`src/rtl/mode_ctrl_if.sv`:
```
// Button inputs and status outputs of the light-pen UI mode controller.
// The master side drives the raw buttons; the slave side is the controller.
interface mode_ctrl_if #(
  parameter int unsigned STATE_W = 4
);
  logic               btn_stop;
  logic               btn_next;
  logic               btn_color;
  logic               btn_prev;
  logic [STATE_W-1:0] state;
  logic [2:0]         state_deep;
  logic               blink;
  logic               mode_chg;

  modport master (
    output btn_stop, btn_next, btn_color, btn_prev,
    input  state, state_deep, blink, mode_chg
  );

  modport slave (
    input  btn_stop, btn_next, btn_color, btn_prev,
    output state, state_deep, blink, mode_chg
  );
endinterface

```
`src/rtl/mode_ctrl.sv`:
```
// UI mode controller: debounced buttons, reset blink sequence, N run modes,
// long-press-to-home on next, and a COLOR overlay returning to its entry mode.
module mode_ctrl #(
  parameter int unsigned CLOCK_FREQ    = 50_000_000,
  parameter int unsigned N_MODES       = 4,
  parameter int unsigned STATE_W       = 4,
  parameter int unsigned DEBOUNCE_MS   = 10,
  parameter int unsigned LONG_PRESS_MS = 800,
  parameter int unsigned BLINK_HZ      = 2,
  parameter int unsigned BLINK_COUNT   = 4
) (
  input  logic         clk,
  input  logic         rst_n,
  mode_ctrl_if.slave   bus
);

  localparam int unsigned NB       = 4;
  localparam int unsigned CNT_W    = 32;
  localparam int unsigned DEEP_W   = 3;
  localparam int unsigned DEB_CYC  = CLOCK_FREQ / 1000 * DEBOUNCE_MS;
  localparam int unsigned LONG_CYC = CLOCK_FREQ / 1000 * LONG_PRESS_MS;
  localparam int unsigned HALF_CYC = CLOCK_FREQ / (2 * BLINK_HZ);

  localparam logic [CNT_W-1:0]  DEB_LAST   = CNT_W'(DEB_CYC - 1);
  localparam logic [CNT_W-1:0]  LONG_LIM   = CNT_W'(LONG_CYC);
  localparam logic [CNT_W-1:0]  LONG_LAST  = CNT_W'(LONG_CYC - 1);
  localparam logic [CNT_W-1:0]  HALF_LAST  = CNT_W'(HALF_CYC - 1);
  localparam logic [DEEP_W-1:0] BLINK_LAST = DEEP_W'(BLINK_COUNT - 1);

  localparam logic [STATE_W-1:0] S_RST   = STATE_W'(0);
  localparam logic [STATE_W-1:0] S_STOP  = STATE_W'(1);
  localparam logic [STATE_W-1:0] S_FIRST = STATE_W'(2);
  localparam logic [STATE_W-1:0] S_LAST  = STATE_W'(N_MODES + 1);
  localparam logic [STATE_W-1:0] S_COLOR = STATE_W'(N_MODES + 2);

  localparam int unsigned B_STOP  = 0;
  localparam int unsigned B_NEXT  = 1;
  localparam int unsigned B_COLOR = 2;
  localparam int unsigned B_PREV  = 3;

  typedef enum logic [1:0] {
    PH_RST   = 2'd0,
    PH_STOP  = 2'd1,
    PH_RUN   = 2'd2,
    PH_COLOR = 2'd3
  } phase_e;

  // ---------------------------------------------------------------------------
  // Input path: synchroniser, debouncer and rise detection per button
  // ---------------------------------------------------------------------------
  logic [NB-1:0]    raw;
  logic [NB-1:0]    sync1;
  logic [NB-1:0]    sync2;
  logic [NB-1:0]    acc;
  logic [NB-1:0]    acc_d;
  logic [CNT_W-1:0] deb_cnt [NB];
  logic [NB-1:0]    rise_c;

  assign raw = {bus.btn_prev, bus.btn_color, bus.btn_next, bus.btn_stop};

  always_ff @(posedge clk or negedge rst_n) begin
    if (!rst_n) begin
      sync1 <= '0;
      sync2 <= '0;
      acc   <= '0;
      acc_d <= '0;
      for (int i = 0; i < NB; i++) deb_cnt[i] <= '0;
    end else begin
      sync1 <= raw;
      sync2 <= sync1;
      acc_d <= acc;
      // Any return to the accepted level restarts the stability count
      for (int i = 0; i < NB; i++) begin
        if (sync2[i] != acc[i]) begin
          if (deb_cnt[i] == DEB_LAST) begin
            acc[i]     <= sync2[i];
            deb_cnt[i] <= '0;
          end else begin
            deb_cnt[i] <= deb_cnt[i] + CNT_W'(1);
          end
        end else begin
          deb_cnt[i] <= '0;
        end
      end
    end
  end

  assign rise_c = acc & ~acc_d;

  // ---------------------------------------------------------------------------
  // btn_next short/long classification
  // ---------------------------------------------------------------------------
  logic [CNT_W-1:0] hold;
  logic             long_c;
  logic             next_c;

  always_ff @(posedge clk or negedge rst_n) begin
    if (!rst_n) begin
      hold <= '0;
    end else if (!acc[B_NEXT]) begin
      hold <= '0;
    end else if (hold < LONG_LIM) begin
      hold <= hold + CNT_W'(1);
    end
  end

  // Saturating at LONG_CYC makes the long pulse single-shot and suppresses
  // the short-press pulse on the eventual release.
  assign long_c = acc[B_NEXT] && (hold == LONG_LAST);
  assign next_c = !acc[B_NEXT] && acc_d[B_NEXT] && (hold < LONG_LIM);

  // ---------------------------------------------------------------------------
  // Mode FSM
  // ---------------------------------------------------------------------------
  phase_e              phase_q;
  phase_e              phase_n;
  logic [STATE_W-1:0]  mode_q;      // current run mode; doubles as ret_mode in COLOR
  logic [STATE_W-1:0]  mode_n;
  logic [DEEP_W-1:0]   deep_q;
  logic [DEEP_W-1:0]   deep_n;
  logic [CNT_W-1:0]    tmr_q;
  logic [CNT_W-1:0]    tmr_n;
  logic [STATE_W-1:0]  code_n;
  logic [STATE_W-1:0]  state_q;
  logic                blink_q;
  logic                chg_q;

  always_comb begin
    phase_n = phase_q;
    mode_n  = mode_q;
    deep_n  = deep_q;
    tmr_n   = tmr_q;
    if (rise_c[B_STOP]) begin
      tmr_n   = '0;
      deep_n  = '0;
      phase_n = (phase_q == PH_STOP) ? PH_RST : PH_STOP;
    end else begin
      unique case (phase_q)
        PH_RST: begin
          if (tmr_q == HALF_LAST) begin
            tmr_n = '0;
            if (deep_q == BLINK_LAST) begin
              deep_n  = '0;
              phase_n = PH_RUN;
              mode_n  = S_FIRST;
            end else begin
              deep_n = deep_q + DEEP_W'(1);
            end
          end else begin
            tmr_n = tmr_q + CNT_W'(1);
          end
        end
        PH_STOP: begin
          phase_n = PH_STOP;
        end
        PH_RUN: begin
          if (rise_c[B_COLOR]) begin
            phase_n = PH_COLOR;
          end else if (long_c) begin
            mode_n = S_FIRST;
          end else if (next_c) begin
            mode_n = (mode_q == S_LAST) ? S_FIRST : mode_q + STATE_W'(1);
          end else if (rise_c[B_PREV]) begin
            mode_n = (mode_q == S_FIRST) ? S_LAST : mode_q - STATE_W'(1);
          end
        end
        PH_COLOR: begin
          if (rise_c[B_COLOR]) phase_n = PH_RUN;
        end
        default: begin
          phase_n = PH_RST;
          deep_n  = '0;
          tmr_n   = '0;
        end
      endcase
    end

    unique case (phase_n)
      PH_RST:   code_n = S_RST;
      PH_STOP:  code_n = S_STOP;
      PH_RUN:   code_n = mode_n;
      PH_COLOR: code_n = S_COLOR;
      default:  code_n = S_RST;
    endcase
  end

  always_ff @(posedge clk or negedge rst_n) begin
    if (!rst_n) begin
      phase_q <= PH_RST;
      mode_q  <= S_FIRST;
      deep_q  <= '0;
      tmr_q   <= '0;
      state_q <= S_RST;
      blink_q <= 1'b0;
      chg_q   <= 1'b0;
    end else begin
      phase_q <= phase_n;
      mode_q  <= mode_n;
      deep_q  <= deep_n;
      tmr_q   <= tmr_n;
      state_q <= code_n;
      blink_q <= (phase_n == PH_RST) && deep_n[0];
      chg_q   <= (code_n != state_q);
    end
  end

  assign bus.state      = state_q;
  assign bus.state_deep = deep_q;
  assign bus.blink      = blink_q;
  assign bus.mode_chg   = chg_q;

endmodule
```
`src/flat_wrapper.sv`:
```
// flat-port wrapper written by rule: the top's interface ports become plain ports
module mode_ctrl_flat 
#(
  parameter int unsigned CLOCK_FREQ    = 50_000_000,
  parameter int unsigned N_MODES       = 4,
  parameter int unsigned STATE_W       = 4,
  parameter int unsigned DEBOUNCE_MS   = 10,
  parameter int unsigned LONG_PRESS_MS = 800,
  parameter int unsigned BLINK_HZ      = 2,
  parameter int unsigned BLINK_COUNT   = 4
)
  (clk, rst_n, bus_btn_stop, bus_btn_next, bus_btn_color, bus_btn_prev, bus_state, bus_state_deep, bus_blink, bus_mode_chg);
  mode_ctrl_if #(.STATE_W(STATE_W)) bus_i ();
  input  logic clk;
  input  logic rst_n;
  input wire logic [$bits(bus_i.btn_stop)-1:0] bus_btn_stop;
  input wire logic [$bits(bus_i.btn_next)-1:0] bus_btn_next;
  input wire logic [$bits(bus_i.btn_color)-1:0] bus_btn_color;
  input wire logic [$bits(bus_i.btn_prev)-1:0] bus_btn_prev;
  output wire logic [$bits(bus_i.state)-1:0] bus_state;
  output wire logic [$bits(bus_i.state_deep)-1:0] bus_state_deep;
  output wire logic [$bits(bus_i.blink)-1:0] bus_blink;
  output wire logic [$bits(bus_i.mode_chg)-1:0] bus_mode_chg;
  assign bus_i.btn_stop = bus_btn_stop;
  assign bus_i.btn_next = bus_btn_next;
  assign bus_i.btn_color = bus_btn_color;
  assign bus_i.btn_prev = bus_btn_prev;
  assign bus_state = bus_i.state;
  assign bus_state_deep = bus_i.state_deep;
  assign bus_blink = bus_i.blink;
  assign bus_mode_chg = bus_i.mode_chg;
  mode_ctrl #(.CLOCK_FREQ(CLOCK_FREQ), .N_MODES(N_MODES), .STATE_W(STATE_W), .DEBOUNCE_MS(DEBOUNCE_MS), .LONG_PRESS_MS(LONG_PRESS_MS), .BLINK_HZ(BLINK_HZ), .BLINK_COUNT(BLINK_COUNT)) u_core (.clk(clk), .rst_n(rst_n), .bus(bus_i));
endmodule
```
`config.mk`:
```
export PLATFORM = sky130hd
export DESIGN_NAME = mode_ctrl_flat
export DESIGN_NICKNAME = d
export VERILOG_FILES = /design/src/rtl/mode_ctrl_if.sv /design/src/rtl/mode_ctrl.sv /design/src/flat_wrapper.sv
export SDC_FILE = /design/constraint.sdc
export NUM_CORES = 1
export LEC_CHECK = 0
export BUFFER_PORTS_ARGS = -buffer_cell sky130_fd_sc_hd__buf_2
export CORE_ASPECT_RATIO = 1.25
export CORE_MARGIN = 3
export CORE_UTILIZATION = 63
export DETAILED_ROUTE_END_ITERATION = 6
export MAX_ROUTING_LAYER = met4
export PLACE_DENSITY = 0.8
export SLEW_MARGIN = 15
export SYNTH_ARGS = -nofsm -noshare
export SYNTH_HDL_FRONTEND = slang
export SYNTH_SLANG_ARGS = --single-unit
export TNS_END_PERCENT = 100
```
`constraint.sdc`:
```
create_clock -name clk -period 4.4 [get_ports clk]
set_clock_uncertainty 0.05 [all_clocks]
set_input_delay 0.88 -clock clk [delete_from_list [all_inputs] [get_ports clk]]
set_output_delay 0.88 -clock clk [all_outputs]
set_load 0.01 [all_outputs]
```
==> results.py, run 1 <==
metrics = {
    "synthesis": {
        "netlist_area_um2": 11000,
        "synth-simple-area-share": 0.271,
        "synth_top_family_by_area": "simple AND/OR/NAND/NOR gates",
        "synth_adder_area_share": 0.0125,
        "synthArstFlopShare": 1.00,
        "synth-seq-cells": 223,
        "syn_inst": 1145,
        "synth-edff-count": 0,
        "synth_ff_type": "dfrtp_1",
        "synth_mux_area_frac": 0.0108,
        "synth_seq_area_share": 0.506,
        "synth_compound_area_frac": 0.0604,
        "synth_cell_types": 59,
        "synth_nets": 1162,
        "yosysWarnings": 0,
        "synth_xor_area_frac": 0.120,
        "synth_area_per_cell_um2": 9.63,
    },
    "cells_and_area": {
        "fin_area_um2": 12100,
        "reg_top3": "u_core.deb_cnt (128), u_core.hold (32), u_core.tmr_q (32)",
        "layout_common_cells": "dfrtp_1, nor2_1, xor2_1",
        "layout-drive-gt1-share": 0.0722,
        "area_delta_synth_final_pct": 10.2,
        "largest_register": "u_core.deb_cnt",
        "antenna_cells": 0,
        "final_common_cell": "dfrtp_1",
        "largest_reg_flops": 128,
        "nets": 1178,
    },
    "sta": {
        "setup_tns_ns": 0,
        "hold_viol": 0,
        "finalSetupViolCount": 0,
        "fmax_mhz": 298,
        "rsz0062_at_grt": "no",
        "slew_viol_final": 0,
        "maxSlewHeadroom": 0.374,
        "worstMarginPinSlew_ns": 0.939,
        "period_share": 0.762,
        "min_period_ns": 3.35,
    },
    "setup_path": {
        "slowest_delay_ns": 0.69,
        "r2r-start": "u_core.hold[20]$_DFFE_PN0P_",
        "worstPathMaxFanout": 11,
        "arrival_ns": 3.69,
        "crit_required_ns": 4.74,
        "end_kind": "flop",
        "worstSetupStartpointType": "flop",
        "worstSetupPathType": "flop to flop",
        "critPathLaunch": "u_core.hold[20]$_DFFE_PN0P_",
        "cp_cell_sequence": "nor3_1 > a221oi_1 > a211oi_1 > nand4_1 > nor3_1 > nand3_1 > xnor2_1 > and2_1",
        "crit_family": "simple AND/OR/NAND/NOR gates",
        "path_buf_inv": 0,
        "slowest_stage": "a211oi_1",
        "path_common_cell": "nor3_1",
    },
    "route": {
        "antenna_left": 0,
        "routed_wl_um": 20900,
        "num_vias": 8204,
        "drt_first_pass_iters": 5,
        "wl_per_cell_um": 15.0,
        "drc": 0,
        "drt_iter0_drc": 565,
        "viasPerCell": 5.87,
    },
    "power": {
        "intPower_mw": 3.35,
        "p_switching_mw": 0.848,
        "leakagePower_nw": 5.29,
        "powerDensity_nw_per_um2": 345,
        "seq_power_share": 0.494,
        "clkPwrFrac": 0.486,
        "combPwrFrac": 0.019,
        "peakVddDrop_mv": 0.371,
        "switching_share": 0.202,
    },
    "clock_tree": {
        "post-cts-setup-buffers": 0,
        "cts_root_buf": "clkbuf_16",
        "hold_buffers": 0,
        "htreeDepth": 1,
        "cts_buffer_depth": 3,
        "clock-sinks": 223,
        "cts_resized": 0,
        "insertion_delay_ns": 0.50,
        "cts_tree": "yes",
        "cts_buffers": 23,
        "cts.reportedPaths.clkPinSlew_ns": 0.06,
    },
    "min_path": {
        "hold_path.class": "flop to flop",
        "min_from": "u_core.sync1[0]$_DFF_PN0_",
    },
    "status": {
        "status": "completed",
    },
    "global_routing": {
        "grt_max_degree": 130,
        "grt_pass1_wl_um": 37100,
        "grt_usage": 0.230,
        "grt_pass1_vias": 8140,
        "gr-total-overflow": 0,
        "antenna_found_initial": 0,
    },
    "floorplan": {
        "initial_utilization": 0.650,
        "core_area_um2": 17000,
        "die_width_um": 124,
        "ioPinCount": 15,
        "rows": 53,
        "die_area_um2": 19100,
        "die_h_um": 154,
    },
    "flow_run": {
        "cap_violations": 0,
    },
    "place": {
        "hpwl_um": 13900,
        "routabilityCongestion": 0.924,
        "port_buffers": 14,
        "placed_cell_area_um2": 11300,
    },
}
[Yosys cell counts (14+ instances only)]
cell	number	area (µm²)
dfrtp_1	222	5560
nor2_1	195	732
xor2_1	94	823
nand2_1	82	308
nand3_1	64	320
xnor2_1	57	499
nand4_1	52	325
o21ai_0	36	180
clkbuf_1	33	124
and2_1	30	188
a21oi_1	26	130
and3_1	26	163
nor3_1	26	130
inv_1	23	86.3
nor4_1	23	144
or3_1	21	131
nor2b_1	18	113
and4_1	14	123
[metal layers]
metal | share of wire | vias to the layer above | GRT usage
li1 | - | 3998 | -
met1 | 0.45 | 4036 | 0.296
met2 | 0.49 | 131 | 0.389
met3 | 0.033 | 39 | 0.0288
met4 | 0.019 | 0 | 0.0601
met5 | 0 | - | -
[metrics by stage]
stage	util	hold WS [ns]	power, mW	setup slack (ns)	instances
floorplan	-	0.281	2.14	1.32	1145
global placement	0.668	0.285	2.19	1.20	1356
detailed placement	0.668	0.286	2.20	1.09	1356
CTS	0.716	0.297	4.24	1.06	1397
global route	0.716	0.304	4.33	0.706	1397
finish	0.716	0.297	4.20	1.05	1397
[final timing paths]
kind	cells after the start	end	slack, ns
worst max-delay path	8	u_core.hold[23]$_DFFE_PN0P_	1.05
worst min-delay path	0	u_core.sync2[0]$_DFF_PN0_	0.30
worst max register to register	8	u_core.hold[23]$_DFFE_PN0P_	1.05
worst min register to register	0	u_core.sync2[0]$_DFF_PN0_	0.30
max in group asynchronous	2	u_core.mode_q[1]$_DFF_PN1_	2.90
min in group asynchronous	1	u_core.tmr_q[19]$_DFFE_PN0P_	0.43
[power groups by stage]
| stage | registers (mW) | clock network, mW | logic (mW) |
|---|---|---|---|
| floorplan | 2.11 | 0 | 0.0324 |
| global placement | 2.11 | 0 | 0.0841 |
| detailed placement | 2.11 | 0 | 0.0848 |
| CTS | 2.07 | 2.08 | 0.0855 |
| global route | 2.08 | 2.16 | 0.0958 |
| finish | 2.07 | 2.04 | 0.0808 |
[area by class of cell]
class                      instances  area [µm²]
clock buffer                      34         697
clock inverter                     7         115
fill                            1251        4830
inverter                          23        86.3
multi-input combinational        866        5240
sequential                       223        5580
tap                              220         275
timing repair buffer              24         155
[logic make-up (layout without fill, tap and decap cells)]
kind of cell / Yosys count / after routing
and+or+nand+nor: 589 / 589
DFF: 223 / 223
xor gates and xnor gates: 151 / 151
AOI/OAI and AO/OA: 105 / 105
buffers and inverters: 56 / 88
adders and majority gates: 11 / 11
muxes: 10 / 10
Note: power is estimated with default switching activity, not from simulation.
==> inputs of run 2 (changes only) <==
--- a/config.mk
+++ b/config.mk
@@ -8,10 +8,10 @@
 export BUFFER_PORTS_ARGS = -buffer_cell sky130_fd_sc_hd__buf_2
 export CORE_ASPECT_RATIO = 1.25
 export CORE_MARGIN = 3
-export CORE_UTILIZATION = 63
+export CORE_UTILIZATION = 57
 export DETAILED_ROUTE_END_ITERATION = 6
 export MAX_ROUTING_LAYER = met4
-export PLACE_DENSITY = 0.8
+export PLACE_DENSITY = 0.76
 export SLEW_MARGIN = 15
 export SYNTH_ARGS = -nofsm -noshare
 export SYNTH_HDL_FRONTEND = slang
==> constraint.sdc (replaced) <==
create_clock -name clk -period 2.9 [get_ports clk]
set_clock_uncertainty 0.05 [all_clocks]
set_input_delay 0.58 -clock clk [delete_from_list [all_inputs] [get_ports clk]]
set_output_delay 0.58 -clock clk [all_outputs]
set_load 0.01 [all_outputs]
==> results.py, run 2 (synthesized netlist as in run 1, its figures left out) <==
metrics = {
    "global_routing": {
        "grt_pass1_vias": 8349,
        "antenna_found_initial": 0,
        "grt_pass1_wl_um": 38600,
        "grt_max_degree": 67,
        "gr-total-overflow": 0,
        "grt_usage": 0.223,
    },
    "min_path": {
        "holdPathStages": 1,
        "min_from": "bus_btn_next",
        "hold_path_end": "u_core.sync1[1]$_DFF_PN0_",
        "hold_path.class": "primary input to flop",
    },
    "clock_tree": {
        "htreeDepth": 1,
        "cts_tree": "yes",
        "cts_root_buf": "clkbuf_16",
        "cts_buffers": 24,
        "cts_buffer_depth": 3,
        "post-cts-setup-buffers": 0,
        "cts.reportedPaths.clkPinSlew_ns": 0.06,
        "clock-sinks": 223,
        "insertion_delay_ns": 0.52,
    },
    "cells_and_area": {
        "area_delta_synth_final_pct": 15.9,
        "antenna_cells": 0,
        "final_common_cell": "dfrtp_1",
        "fillCellCount": 1486,
        "layout_common_cells": "dfrtp_1, nor2_1, xor2_1",
        "largest_register": "u_core.deb_cnt",
        "fin_area_um2": 12800,
        "layout-drive-gt1-share": 0.125,
        "seqCellArea_um2": 5580,
        "largest_reg_flops": 128,
        "nets": 1243,
        "multi_input_area_um2": 5280,
        "reg_top3": "u_core.deb_cnt (128), u_core.hold (32), u_core.tmr_q (32)",
        "fin_util": 0.678,
    },
    "setup_path": {
        "path_buf_inv": 0,
        "worstPathMaxFanout": 2,
        "reg2regPathDepth": 8,
        "cp_cell_sequence": "or4b_4 > or3_4 > or4b_4 > and2_4 > or4b_4 > nor4_4 > nor4_1 > a211o_1",
        "r2r_slack_ns": -0.24,
        "worstSetupPathType": "flop to flop",
        "reg2reg_to": "u_core.bus.mode_chg$_DFF_PN0_",
        "crit_family": "simple AND/OR/NAND/NOR gates",
        "end_kind": "flop",
        "r2r-start": "u_core.tmr_q[7]$_DFFE_PN0P_",
        "slowest_stage": "or4b_4",
        "arrival_ns": 3.49,
        "path_common_cell": "or4b_4",
        "slowest_delay_ns": 0.55,
        "crit_required_ns": 3.25,
        "worstSetupStartpointType": "flop",
    },
    "status": {
        "violations": "setup timing",
        "status": "finished with violations",
    },
    "power": {
        "p_switching_mw": 1.34,
        "powerDensity_nw_per_um2": 512,
        "peakVddDrop_mv": 0.550,
        "switching_share": 0.205,
        "combPwrFrac": 0.020,
        "clkPwrFrac": 0.499,
        "intPower_mw": 5.20,
        "seq_power_share": 0.482,
        "leakagePower_nw": 5.68,
    },
    "route": {
        "drc": 0,
        "antenna_left": 0,
        "routed_wl_um": 22000,
        "drt_iter0_drc": 406,
        "viasPerCell": 5.70,
        "num_vias": 8420,
        "drt_first_pass_iters": 5,
        "wl_per_cell_um": 14.9,
    },
    "sta": {
        "maxSlewHeadroom": 0.563,
        "rsz0062_at_grt": "yes",
        "min_period_ns": 3.14,
        "period_share": 1.08,
        "slew_viol_final": 0,
        "setup_tns_ns": -0.240,
        "hold_viol": 0,
        "finalSetupViolCount": 1,
        "worst_slack_ns": -0.240,
        "worstMarginPinSlew_ns": 0.638,
        "fmax_mhz": 318,
        "whs_ns": 0.125,
    },
    "floorplan": {
        "die_area_um2": 21100,
        "die_width_um": 130,
        "core_area_um2": 18800,
        "rows": 56,
        "die_h_um": 162,
        "initial_utilization": 0.585,
        "ioPinCount": 15,
    },
    "flow_run": {
        "cap_violations": 0,
    },
    "place": {
        "routabilityCongestion": 0.899,
        "port_buffers": 14,
        "hpwl_um": 14800,
        "placed_cell_area_um2": 11900,
        "dp_slack_ns": -0.230,
    },
}
==> run 2: changes by cell type in the layout (fill, tap and decap cells not counted), sizes merged <==
cell | before | now
buf | 24 | 87
clkinv | 2 | 6
dlygate4sd3 | 0 | 1
clkinvlp | 2 | 0
bufinv | 3 | 4
==> run 2: how the worst max path moves through the flow <==
stage               cells after the start                         from                       endpoint  slack (ns)
global route                            9  u_core.hold[20]$_DFFE_PN0P_  u_core.bus.mode_chg$_DFF_PN0_       -0.33
finish                                  8  u_core.tmr_q[7]$_DFFE_PN0P_  u_core.bus.mode_chg$_DFF_PN0_       -0.24
detailed placement                      8  u_core.tmr_q[6]$_DFFE_PN0P_  u_core.bus.mode_chg$_DFF_PN0_       -0.23
global placement                        8  u_core.tmr_q[7]$_DFFE_PN0P_  u_core.bus.mode_chg$_DFF_PN0_       -0.21
floorplan                               8  u_core.tmr_q[7]$_DFFE_PN0P_  u_core.bus.mode_chg$_DFF_PN0_       -0.15
CTS                                     8  u_core.tmr_q[7]$_DFFE_PN0P_  u_core.bus.mode_chg$_DFF_PN0_       -0.22
==> run 2: power groups by stage <==
stage / Clock (mW) / Combinational (mW) / Sequential [mW]
finish: 3.26 / 0.130 / 3.15
CTS: 3.33 / 0.137 / 3.15
global placement: 0 / 0.134 / 3.20
floorplan: 0 / 0.0492 / 3.20
detailed placement: 0 / 0.135 / 3.20
global route: 3.47 / 0.154 / 3.15
==> run 2: layout make-up <==
class / instances / share of cell area
timing repair buffer: 88 / 0.0529
clock buffer: 34 / 0.0546
clock inverter: 10 / 0.0129
tap: 232 / 0.0227
multi-input combinational: 866 / 0.413
sequential: 223 / 0.437
inverter: 23 / 0.00676
==> run 2: per-layer routing <==
| metal | vias to the layer above | GRT usage | part of all wire |
|---|---|---|---|
| met1 | 4104 | 0.290 | 0.45 |
| met5 | - | - | 0 |
| met2 | 138 | 0.371 | 0.50 |
| met3 | 42 | 0.0281 | 0.032 |
| li1 | 4136 | - | - |
| met4 | 0 | 0.0575 | 0.022 |
==> run 2: worst register-to-register path: cells and delay by family, from the launching register on <==
| family | cells | cell delay [ns] |
|---|---|---|
| AO/OA/AOI/OAI | 1 | 0.29 |
| flip-flops | 1 | 0.39 |
| AND/OR/NAND/NOR | 7 | 2.31 |
==> run 2: through the flow <==
step	std cells	total power, mW
4_1_cts	1476	6.61
3_3_place_gp	1431	3.34
5_1_grt	1476	6.77
6_report	1476	6.54
2_1_floorplan	1145	3.25
3_5_place_dp	1431	3.34
==> run 2: repair_timing <==
item                                    in CTS  in global routing
hold endpoints to repair                    61                  0
resized for setup                            1                  6
hold buffers                                 1                  0
pin swaps                                    0                  0
endpoints found under the setup margin       1                  1
==> inputs of run 3 (changes only) <==
--- a/config.mk
+++ b/config.mk
@@ -6,7 +6,7 @@
 export NUM_CORES = 1
 export LEC_CHECK = 0
 export BUFFER_PORTS_ARGS = -buffer_cell sky130_fd_sc_hd__buf_2
-export CORE_ASPECT_RATIO = 1.25
+export CORE_ASPECT_RATIO = 1.4
 export CORE_MARGIN = 3
 export CORE_UTILIZATION = 57
 export DETAILED_ROUTE_END_ITERATION = 6
==> results.py, run 3 (synthesized netlist as in run 1, its figures left out) <==
metrics = {
    "setup_path": {
        "crit_required_ns": 3.24,
        "arrival_ns": 3.46,
        "worstSetupStartpointType": "flop",
        "end_kind": "flop",
        "worstPathMaxFanout": 2,
        "worstSetupPathType": "flop to flop",
    },
    "global_routing": {
        "antenna_found_initial": 0,
        "grt_usage": 0.232,
        "grt_pass1_wl_um": 39500,
        "grt_pass1_vias": 8699,
        "grt_max_degree": 75,
        "gr-total-overflow": 0,
    },
    "cells_and_area": {
        "antenna_cells": 0,
        "fillCellCount": 1506,
        "area_delta_synth_final_pct": 15.2,
        "largest_register": "u_core.deb_cnt",
        "fin_area_um2": 12700,
        "layout-drive-gt1-share": 0.124,
        "largest_reg_flops": 128,
        "final_cells": 1488,
        "nets": 1246,
        "layout_common_cells": "dfrtp_1, nor2_1, xor2_1",
        "reg_top3": "u_core.deb_cnt (128), u_core.hold (32), u_core.tmr_q (32)",
        "final_common_cell": "dfrtp_1",
    },
    "floorplan": {
        "die_width_um": 124,
        "die_h_um": 171,
        "initial_utilization": 0.586,
        "rows": 59,
        "core_area_um2": 18800,
        "die_area_um2": 21100,
        "ioPinCount": 15,
    },
    "sta": {
        "worst_slack_ns": -0.224,
        "setup_tns_ns": -0.224,
        "rsz0062_at_grt": "yes",
        "hold_viol": 0,
        "fmax_mhz": 320,
        "slew_viol_final": 0,
        "period_share": 1.08,
        "worstMarginPinSlew_ns": 0.678,
        "min_period_ns": 3.12,
        "maxSlewHeadroom": 0.544,
        "finalSetupViolCount": 1,
    },
    "power": {
        "leakagePower_nw": 5.65,
        "powerDensity_nw_per_um2": 498,
        "peakVddDrop_mv": 0.485,
    },
    "flow_run": {
        "cap_violations": 0,
    },
    "route": {
        "viasPerCell": 5.73,
        "drc": 0,
        "drt_iter0_drc": 454,
        "num_vias": 8528,
        "antenna_left": 0,
        "routed_wl_um": 22800,
        "wl_per_cell_um": 15.3,
        "drt_first_pass_iters": 6,
    },
    "clock_tree": {
        "insertion_delay_ns": 0.51,
        "post-cts-setup-buffers": 0,
        "clock-sinks": 223,
        "cts_buffer_depth": 3,
        "cts_tree": "yes",
        "hold_buffers": 0,
        "cts_root_buf": "clkbuf_16",
        "htreeDepth": 1,
        "cts_buffers": 23,
        "cts.reportedPaths.clkPinSlew_ns": 0.06,
    },
    "min_path": {
        "hold_path.class": "primary input to asynchronous set/reset pin",
    },
    "place": {
        "dp_cells": 1448,
        "port_buffers": 14,
        "hpwl_um": 15600,
        "routabilityCongestion": 0.878,
        "placed_cell_area_um2": 11900,
    },
    "status": {
        "status": "finished with violations",
        "violations": "setup timing",
    },
}
run 3: cell types whose count changed in the layout (fill, tap and decap cells not counted), sizes merged:
cell,previous run,this run
dlygate4sd3,1,0
buf,87,92
clkinv,6,4
clkbuf,34,32
run 3: layer usage:
layer  vias to the layer above  routed length, µm  global-route usage
met5                         -                  0                   -
met1                      4201               9460               0.278
li1                       4130                  -                   -
met2                       131              11900               0.400
met3                        66                770              0.0341
met4                         0                648              0.0766
run 3: final timing paths:
kind / start / endpoint / slack (ns) / depth (start not counted)
worst max-delay path: u_core.tmr_q[8]$_DFFE_PN0P_ / u_core.bus.mode_chg$_DFF_PN0_ / -0.22 / 8
worst min-delay path: rst_n / u_core.tmr_q[19]$_DFFE_PN0P_ / 0.001 / 1
worst max register to register: u_core.tmr_q[8]$_DFFE_PN0P_ / u_core.bus.mode_chg$_DFF_PN0_ / -0.22 / 8
worst min register to register: u_core.sync1[1]$_DFF_PN0_ / u_core.sync2[1]$_DFF_PN0_ / 0.30 / 0
max in group asynchronous: rst_n / u_core.deb_cnt[27]$_DFF_PN0_ / 2.07 / 2
min in group clk: bus_btn_prev / u_core.sync1[3]$_DFF_PN0_ / 0.12 / 1
run 3: layout make-up:
type | count | area [µm²] | share of cell area
flip-flops and latches | 223 | 5580 | 0.439
multi-input cells | 866 | 5280 | 0.415
repair buffers | 92 | 691 | 0.0543
clock buffers | 32 | 629 | 0.0495
well taps | 244 | 305 | 0.0240
clock inverters | 8 | 140 | 0.0110
inverters | 23 | 86.3 | 0.00679
run 3: through the flow:
step	power [mW]	setup WS (ns)	hold WS (ns)	utilization
after floorplan	3.25	-0.153	0.234	-
after global placement	3.33	-0.248	0.292	0.632
after detailed placement	3.34	-0.248	0.286	0.632
after CTS	6.39	-0.230	0.0156	0.674
after global routing	6.52	-0.309	0.0420	0.675
final	6.33	-0.224	0.00105	0.675
run 3: critical path: stages, from the launching register on:
cell,delay [ns]
dfrtp_1,0.38
or4b_4,0.53
or3_4,0.41
or4b_4,0.50
and2_4,0.16
or4b_4,0.49
nor4_4,0.13
nor4_1,0.08
a211o_1,0.28
run 3: where the power goes:
group          total, mW  internal, mW  switching, mW
Combinational      0.128        0.0283         0.0993
Sequential          3.15          3.13         0.0166
Clock               3.05          1.87           1.19
Total               6.33          5.02           1.30
run 3: repair_timing:
action | CTS | global route
setup endpoints to repair | 1 | 9
endpoints found under the hold margin | 0 | 0
pin swaps | 0 | 1
gates resized for setup | 2 | 5
